### src/rtl/instruction_decoder_if.sv
// Fetch-to-decoder handshake: fetch side drives start/data_in, decoder drives ready.
interface instruction_decoder_if #(
  parameter int WIDTH_IN = 16
);
  logic                start;
  logic [WIDTH_IN-1:0] data_in;
  logic                ready;

  modport master (output start, output data_in, input ready);
  modport slave  (input start, input data_in, output ready);
endinterface

### src/rtl/instruction_decoder.sv
// Accumulator-based instruction decoder/executor at the consumer end of the fetch handshake.
// One word per handshake: opcode in the upper byte, operand in the lower byte.
module instruction_decoder #(
  parameter int BYTE_W      = 8,
  parameter int WIDTH_IN    = 2 * BYTE_W,
  parameter int COUNT_WIDTH = 8
) (
  input  logic                    clk,
  input  logic                    reset,
  instruction_decoder_if.slave    fetch,
  output logic                    busy,
  output logic [BYTE_W-1:0]       acc,
  output logic                    carry,
  output logic                    zero,
  output logic                    illegal,
  output logic                    halted,
  output logic [COUNT_WIDTH-1:0]  retired
);

  typedef enum logic [1:0] {ST_IDLE = 2'd0, ST_DECODE = 2'd1, ST_EXEC = 2'd2} state_e;
  typedef enum logic [3:0] {
    OP_NOP = 4'd0, OP_LOAD = 4'd1, OP_ADD = 4'd2, OP_SUB = 4'd3, OP_AND = 4'd4,
    OP_OR = 4'd5, OP_XOR = 4'd6, OP_SHL = 4'd7, OP_SHR = 4'd8, OP_HALT = 4'd9,
    OP_ILL = 4'd10
  } op_e;

  function automatic op_e classify(input logic [7:0] opc);
    case (opc)
      8'h00:   classify = OP_NOP;
      8'h01:   classify = OP_LOAD;
      8'h02:   classify = OP_ADD;
      8'h03:   classify = OP_SUB;
      8'h04:   classify = OP_AND;
      8'h05:   classify = OP_OR;
      8'h06:   classify = OP_XOR;
      8'h07:   classify = OP_SHL;
      8'h08:   classify = OP_SHR;
      8'hFF:   classify = OP_HALT;
      default: classify = OP_ILL;
    endcase
  endfunction

  state_e                 state_q, state_d;
  op_e                    op_q, op_d;
  logic [WIDTH_IN-1:0]    instr_q, instr_d;
  logic [2:0]             cnt_q, cnt_d;
  logic [BYTE_W-1:0]      acc_q, acc_d;
  logic                   carry_q, carry_d, zero_q, zero_d;
  logic                   illegal_q, illegal_d, halted_q, halted_d;
  logic                   ready_q, ready_d, busy_q, busy_d;
  logic [COUNT_WIDTH-1:0] retired_q, retired_d;
  logic                   done_s;

  logic [BYTE_W-1:0] operand_s, shl_s, shr_s;
  logic [BYTE_W:0]   sum_s, diff_s;

  assign operand_s = instr_q[BYTE_W-1:0];
  assign sum_s     = {1'b0, acc_q} + {1'b0, operand_s};
  // A negative 9-bit difference leaves the top bit set, which is exactly the borrow.
  assign diff_s    = {1'b0, acc_q} - {1'b0, operand_s};
  assign shl_s     = {acc_q[BYTE_W-2:0], 1'b0};
  assign shr_s     = {1'b0, acc_q[BYTE_W-1:1]};

  // Next-state and next-output computation for the IDLE/DECODE/EXEC sequence.
  always_comb begin
    state_d   = state_q;
    op_d      = op_q;
    instr_d   = instr_q;
    cnt_d     = cnt_q;
    acc_d     = acc_q;
    carry_d   = carry_q;
    zero_d    = zero_q;
    illegal_d = illegal_q;
    halted_d  = halted_q;
    ready_d   = ready_q;
    busy_d    = busy_q;
    retired_d = retired_q;
    done_s    = 1'b0;
    case (state_q)
      ST_IDLE: begin
        if (fetch.start && ready_q) begin
          instr_d = fetch.data_in;
          state_d = ST_DECODE;
          ready_d = 1'b0;
          busy_d  = 1'b1;
        end else begin
          state_d = ST_IDLE;
        end
      end
      ST_DECODE: begin
        op_d = classify(instr_q[WIDTH_IN-1:BYTE_W]);
        if ((op_d == OP_SHL) || (op_d == OP_SHR)) begin
          cnt_d = instr_q[2:0];
        end else begin
          cnt_d = 3'd0;
        end
        state_d = ST_EXEC;
      end
      ST_EXEC: begin
        case (op_q)
          OP_NOP:  done_s = 1'b1;
          OP_LOAD: begin acc_d = operand_s; zero_d = (operand_s == '0); done_s = 1'b1; end
          OP_ADD:  begin {carry_d, acc_d} = sum_s; zero_d = (sum_s[BYTE_W-1:0] == '0); done_s = 1'b1; end
          OP_SUB:  begin {carry_d, acc_d} = diff_s; zero_d = (diff_s[BYTE_W-1:0] == '0); done_s = 1'b1; end
          OP_AND:  begin acc_d = acc_q & operand_s; zero_d = ((acc_q & operand_s) == '0); done_s = 1'b1; end
          OP_OR:   begin acc_d = acc_q | operand_s; zero_d = ((acc_q | operand_s) == '0); done_s = 1'b1; end
          OP_XOR:  begin acc_d = acc_q ^ operand_s; zero_d = ((acc_q ^ operand_s) == '0); done_s = 1'b1; end
          OP_SHL, OP_SHR: begin
            if (cnt_q != 3'd0) begin
              acc_d   = (op_q == OP_SHL) ? shl_s : shr_s;
              carry_d = (op_q == OP_SHL) ? acc_q[BYTE_W-1] : acc_q[0];
              cnt_d   = cnt_q - 3'd1;
              done_s  = (cnt_q == 3'd1);
              zero_d  = (cnt_q == 3'd1) ? (acc_d == '0) : zero_q;
            end else begin
              zero_d = (acc_q == '0);
              done_s = 1'b1;
            end
          end
          OP_HALT: begin halted_d = 1'b1; done_s = 1'b1; end
          OP_ILL:  done_s = 1'b1;
          default: done_s = 1'b1;
        endcase
        if (done_s) begin
          state_d   = ST_IDLE;
          busy_d    = 1'b0;
          ready_d   = (op_q != OP_HALT) && !halted_q;
          illegal_d = (op_q == OP_ILL);
          retired_d = (op_q == OP_ILL) ? retired_q : retired_q + COUNT_WIDTH'(1);
        end else begin
          state_d = ST_EXEC;
        end
      end
      default: begin
        state_d = ST_IDLE;
        ready_d = !halted_q;
        busy_d  = 1'b0;
      end
    endcase
  end

  // State and output registers with synchronous reset taking priority.
  always_ff @(posedge clk) begin
    if (reset) begin
      state_q   <= ST_IDLE;
      op_q      <= OP_NOP;
      instr_q   <= '0;
      cnt_q     <= 3'd0;
      acc_q     <= '0;
      carry_q   <= 1'b0;
      zero_q    <= 1'b0;
      illegal_q <= 1'b0;
      halted_q  <= 1'b0;
      ready_q   <= 1'b1;
      busy_q    <= 1'b0;
      retired_q <= '0;
    end else begin
      state_q   <= state_d;
      op_q      <= op_d;
      instr_q   <= instr_d;
      cnt_q     <= cnt_d;
      acc_q     <= acc_d;
      carry_q   <= carry_d;
      zero_q    <= zero_d;
      illegal_q <= illegal_d;
      halted_q  <= halted_d;
      ready_q   <= ready_d;
      busy_q    <= busy_d;
      retired_q <= retired_d;
    end
  end

  assign fetch.ready = ready_q;
  assign busy        = busy_q;
  assign acc         = acc_q;
  assign carry       = carry_q;
  assign zero        = zero_q;
  assign illegal     = illegal_q;
  assign halted      = halted_q;
  assign retired     = retired_q;

endmodule

### src/flat_wrapper.sv
// flat-port wrapper written by rule: the top's interface ports become plain ports
module instruction_decoder_flat 
#(
  parameter int BYTE_W      = 8,
  parameter int WIDTH_IN    = 2 * BYTE_W,
  parameter int COUNT_WIDTH = 8
)
  (clk, reset, busy, acc, carry, zero, illegal, halted, retired, fetch_start, fetch_data_in, fetch_ready);
  instruction_decoder_if #(.WIDTH_IN(WIDTH_IN)) fetch_i ();
  input  logic clk;
  input  logic reset;
  output logic busy;
  output logic [BYTE_W-1:0] acc;
  output logic carry;
  output logic zero;
  output logic illegal;
  output logic halted;
  output logic [COUNT_WIDTH-1:0] retired;
  input wire logic [$bits(fetch_i.start)-1:0] fetch_start;
  input wire logic [$bits(fetch_i.data_in)-1:0] fetch_data_in;
  output wire logic [$bits(fetch_i.ready)-1:0] fetch_ready;
  assign fetch_i.start = fetch_start;
  assign fetch_i.data_in = fetch_data_in;
  assign fetch_ready = fetch_i.ready;
  instruction_decoder #(.BYTE_W(BYTE_W), .WIDTH_IN(WIDTH_IN), .COUNT_WIDTH(COUNT_WIDTH)) u_core (.clk(clk), .reset(reset), .fetch(fetch_i), .busy(busy), .acc(acc), .carry(carry), .zero(zero), .illegal(illegal), .halted(halted), .retired(retired));
endmodule
### config.mk
export PLATFORM = sky130hd
export DESIGN_NAME = instruction_decoder_flat
export DESIGN_NICKNAME = d
export VERILOG_FILES = /design/src/rtl/instruction_decoder_if.sv /design/src/rtl/instruction_decoder.sv /design/src/flat_wrapper.sv
export SDC_FILE = /design/constraint.sdc
export NUM_CORES = 1
export LEC_CHECK = 0
export BUFFER_PORTS_ARGS = -buffer_cell sky130_fd_sc_hd__buf_2
export CORE_UTILIZATION = 57
export CTS_CLUSTER_DIAMETER = 100
export DETAILED_ROUTE_END_ITERATION = 12
export GPL_TIMING_DRIVEN = 0
export HOLD_SLACK_MARGIN = 0.12
export MAX_ROUTING_LAYER = met4
export PLACE_DENSITY = 0.83
export SLEW_MARGIN = 25
export SYNTH_ARGS = -nofsm -noshare
export SYNTH_HDL_FRONTEND = slang
export SYNTH_SLANG_ARGS = --single-unit
### constraint.sdc
create_clock -name clk -period 6.39 [get_ports clk]
set_input_delay 0.639 -clock clk [delete_from_list [all_inputs] [get_ports clk]]
set_output_delay 0.639 -clock clk [all_outputs]
set_load 0.005 [all_outputs]
==> metrics.md <==
| Metric | Value |
|---|---|
| Commonest non-fill, non-tap cell in the layout | nand2_1 |
| GRT overflow | 0 |
| Post-synth EDFFs | 0 |
| CP Launch Type | flop |
| Total Routed Length | 11700 um |
| Post-route setup TNS | 0 ns |
| Reg-to-reg slack, setup | 3.26 ns |
| Hold-fix buffers, CTS | 0 |
| Worst r2r dst | u_core.zero$_SDFFE_PP0P_ |
| Syn. warnings | 0 |
| Initial Utilization | 0.5942 |
| Root Buffer | clkbuf_8 |
| Crit-path slowest cell | a2111oi_0 |
| Lkg Pwr | 1.631 nW |
| Number of global-route vias before repair | 3692 |
| Final Setup Violations | 0 |
| Via-to-Cell Ratio | 6.600 |
| CP delay by family, top | compound AO/OA/AOI/OAI gates |
| Area delta synth->final | 10.35% |
| DP Area | 4091 sq um |
| Final instance area | 4188 sq um |
| RR Startpoint | u_core.acc[0]$_SDFFE_PP0P_ |
| Syn_nets | 544 |
| Core region area | 6386 sq um |
| Levels on crit path | 9 |
| Post-synthesis xor/xnor area fraction | 0.03231 |
| Worst Path Buf+Inv | 1 |
| Mapped Area | 3795 sq um |
| Largest net degree at the start of global routing | 18 |
| Status | completed |
| Via count | 4092 |
| Core Rows | 29 |
| Avg Inst Size Synth | 7.666 sq um |
| First-pass DRT Iterations | 6 |
| Dpl cells | 612 |
| Critical path class | flop to flop |
| Sequential fraction of the synthesis area | 0.2479 |
| Gpl congestion | 0.9545 |
| Max-cap violations | 0 |
| Post-synthesis compound-gate area fraction | 0.2770 |
| FF-to-FF path depth | 9 |
| Hold WS | 0.4603 ns |
| DRC violations left | 0 |
| Peak VDD IR | 0.1468 mV |
| CP startpoint | u_core.acc[0]$_SDFFE_PP0P_ |
| Die ar. | 6988 sq um |
| Pwr Total | 713.7 uW |
| Setup WS post-layout | 3.259 ns |
| CP Data Arrival Time | 3.36 ns |
| Number of DRC markers in iteration 0 | 446 |
| Yosys reg bits | 47 |
| Worst Path Required | 6.62 ns |
| Layout Utilization | 0.6558 |
| Commonest non-fill, non-tap cells in the layout | nand2_1 (58), dfxtp_1 (47), a21oi_1 (46), buf_2 (45), nor2_1 (38) |
| Crit path time final | 3.131 ns |
| Clock Sinks | 47 |
| Final Hold Fails | 0 |
| Die H | 83.60 um |
| Htree depth | 2 |
| Setup crit end | u_core.zero$_SDFFE_PP0P_ |
| Min-Delay Path Class | flop to flop |
| Wirelength per Cell | 18.86 um |
| Largest family of logic cells by synthesized area | compound AO/OA/AOI/OAI gates |
| DP Worst Slack | 3.470 ns |
| Worst skew pair latency | 0.31 ns |
| Ys async rst share | 0 |
| Simple-gate share of the synthesized area | 0.2489 |
| Clock slew at reported path FFs | 0.10 ns |
| Crit. End Element | flop |
| Clock tree buffer depth | 2 |
| Max incr delay on CP | 0.56 ns |
| Io pins | 41 |
| IO buf count | 40 |
| Synth Instances | 495 |
| First-pass GRT wire length | 18490 um |
| Sequence of cells on the critical path | inv_1 -> ha_1 -> fa_1 -> o21bai_1 -> a21oi_1 -> xnor2_1 -> a2111oi_0 -> a32oi_1 -> o21ai_1 |
| Post-CTS setup buffer count | 0 |
| Antenna-violating nets left | 0 |
| Skew final | 0.008331 ns |
| Crit path max fanout | 7 |
| Layout cells sized above 1 | 0.1344 |
| NumNets Final | 591 |
| Power density cells | 170.4 nW/um^2 |
| Adder-Cell Fraction of Synth Area | 0.1029 |
| Antenna cells | 0 |
| Fin cells | 620 |
| Initial antenna violation count | 0 |
| PostCTS Resize Cnt | 0 |
| CTS Buf Count | 5 |
| Max_slew headroom | 0.3126 |
| HPWL Detailed | 9085 um |
| Final Max Tran Viols | 0 |
| Post-synth cell types | 73 |
| Period utilisation layout | 0.4899 |
| Mux share of post-synthesis cell area | 0.01879 |
| FMAX | 0.3194 GHz |
| Worst Min Path Start | u_core.carry$_SDFFE_PP0P_ |
| Gr usage total | 0.3411 |
| DIE WIDTH | 83.60 um |
| Tightest Pin Transition | 1.023 ns |
| Ys flop type | dfxtp_1 |
| Setup repair after global routing missed its margin | false |
| CTS tree | done |
[where the power goes]
part / switching [mW] / leakage [nW] / internal, mW
Clock: 0.118 / 0.0467 / 0.0814
Combinational: 0.120 / 1.20 / 0.0731
Sequential: 0.0157 / 0.382 / 0.305
Total: 0.254 / 1.63 / 0.460
[sequential cells by signal, summed over array words and instances (netlist names)]
name / count
u_core.zero: 1
u_core.op_q: 4
u_core.fetch.ready: 1
u_core.carry: 1
u_core.cnt_q: 3
u_core.halted: 1
u_core.instr_q: 16
u_core.illegal: 1
u_core.busy: 1
u_core.state_q: 2
u_core.acc: 8
u_core.retired: 8
[metal layers]
metal	GRT usage	wire (um)
met5	-	0
met1	0.4320	4980
met2	0.5211	5331
met4	0.1572	394
met3	0.07221	989
[cells in the mapped netlist, drive strengths merged (8+ instances only)]
master / number / area, sq um
inv: 35 / 131.4
nand2: 58 / 217.7
nand4: 11 / 68.82
nor3: 11 / 77.57
nand2b: 10 / 70.06
buf: 14 / 81.32
o22ai: 11 / 68.82
o21ai: 20 / 103.9
xnor2: 8 / 70.07
dfxtp: 47 / 940.9
nor2: 39 / 148.9
ha: 28 / 350.3
clkbuf: 16 / 61.30
nand3: 12 / 60.06
a21oi: 46 / 230.2
[tightest hold or removal path, stage by stage (launching register included)]
cell	delay, ns
dfxtp_1	0.32
inv_1	0.05
a211oi_1	0.05
[layout make-up]
cell class	count	area, sq um
plain buffers	30	142.6
repair buffers	40	200.2
multi-input cells	383	2580
well taps	77	96.34
flip-flops and latches	47	940.9
clock inverters	3	27.53
inverters	35	131.4
clock buffers	5	68.82
fillers	584	2198
[logic make-up after synthesis]
family          count (synthesis)
simple gates                  180
xor+xnor                       14
mux                             7
buf+inv                        65
fa+ha+maj                      30
flops                          47
compound gates                152
[how the worst min path moves through the flow]
stage	endpoint	slack (ns)	cells past startpoint
final	u_core.carry$_SDFFE_PP0P_	0.46	2
after detailed placement	u_core.carry$_SDFFE_PP0P_	0.45	2
after CTS	u_core.carry$_SDFFE_PP0P_	0.46	2
after global placement	u_core.carry$_SDFFE_PP0P_	0.44	2
after floorplan	u_core.instr_q[14]$_SDFFE_PP0P_	0.44	2
after global routing	u_core.carry$_SDFFE_PP0P_	0.48	2
Note: power is estimated with default switching activity, not from simulation.
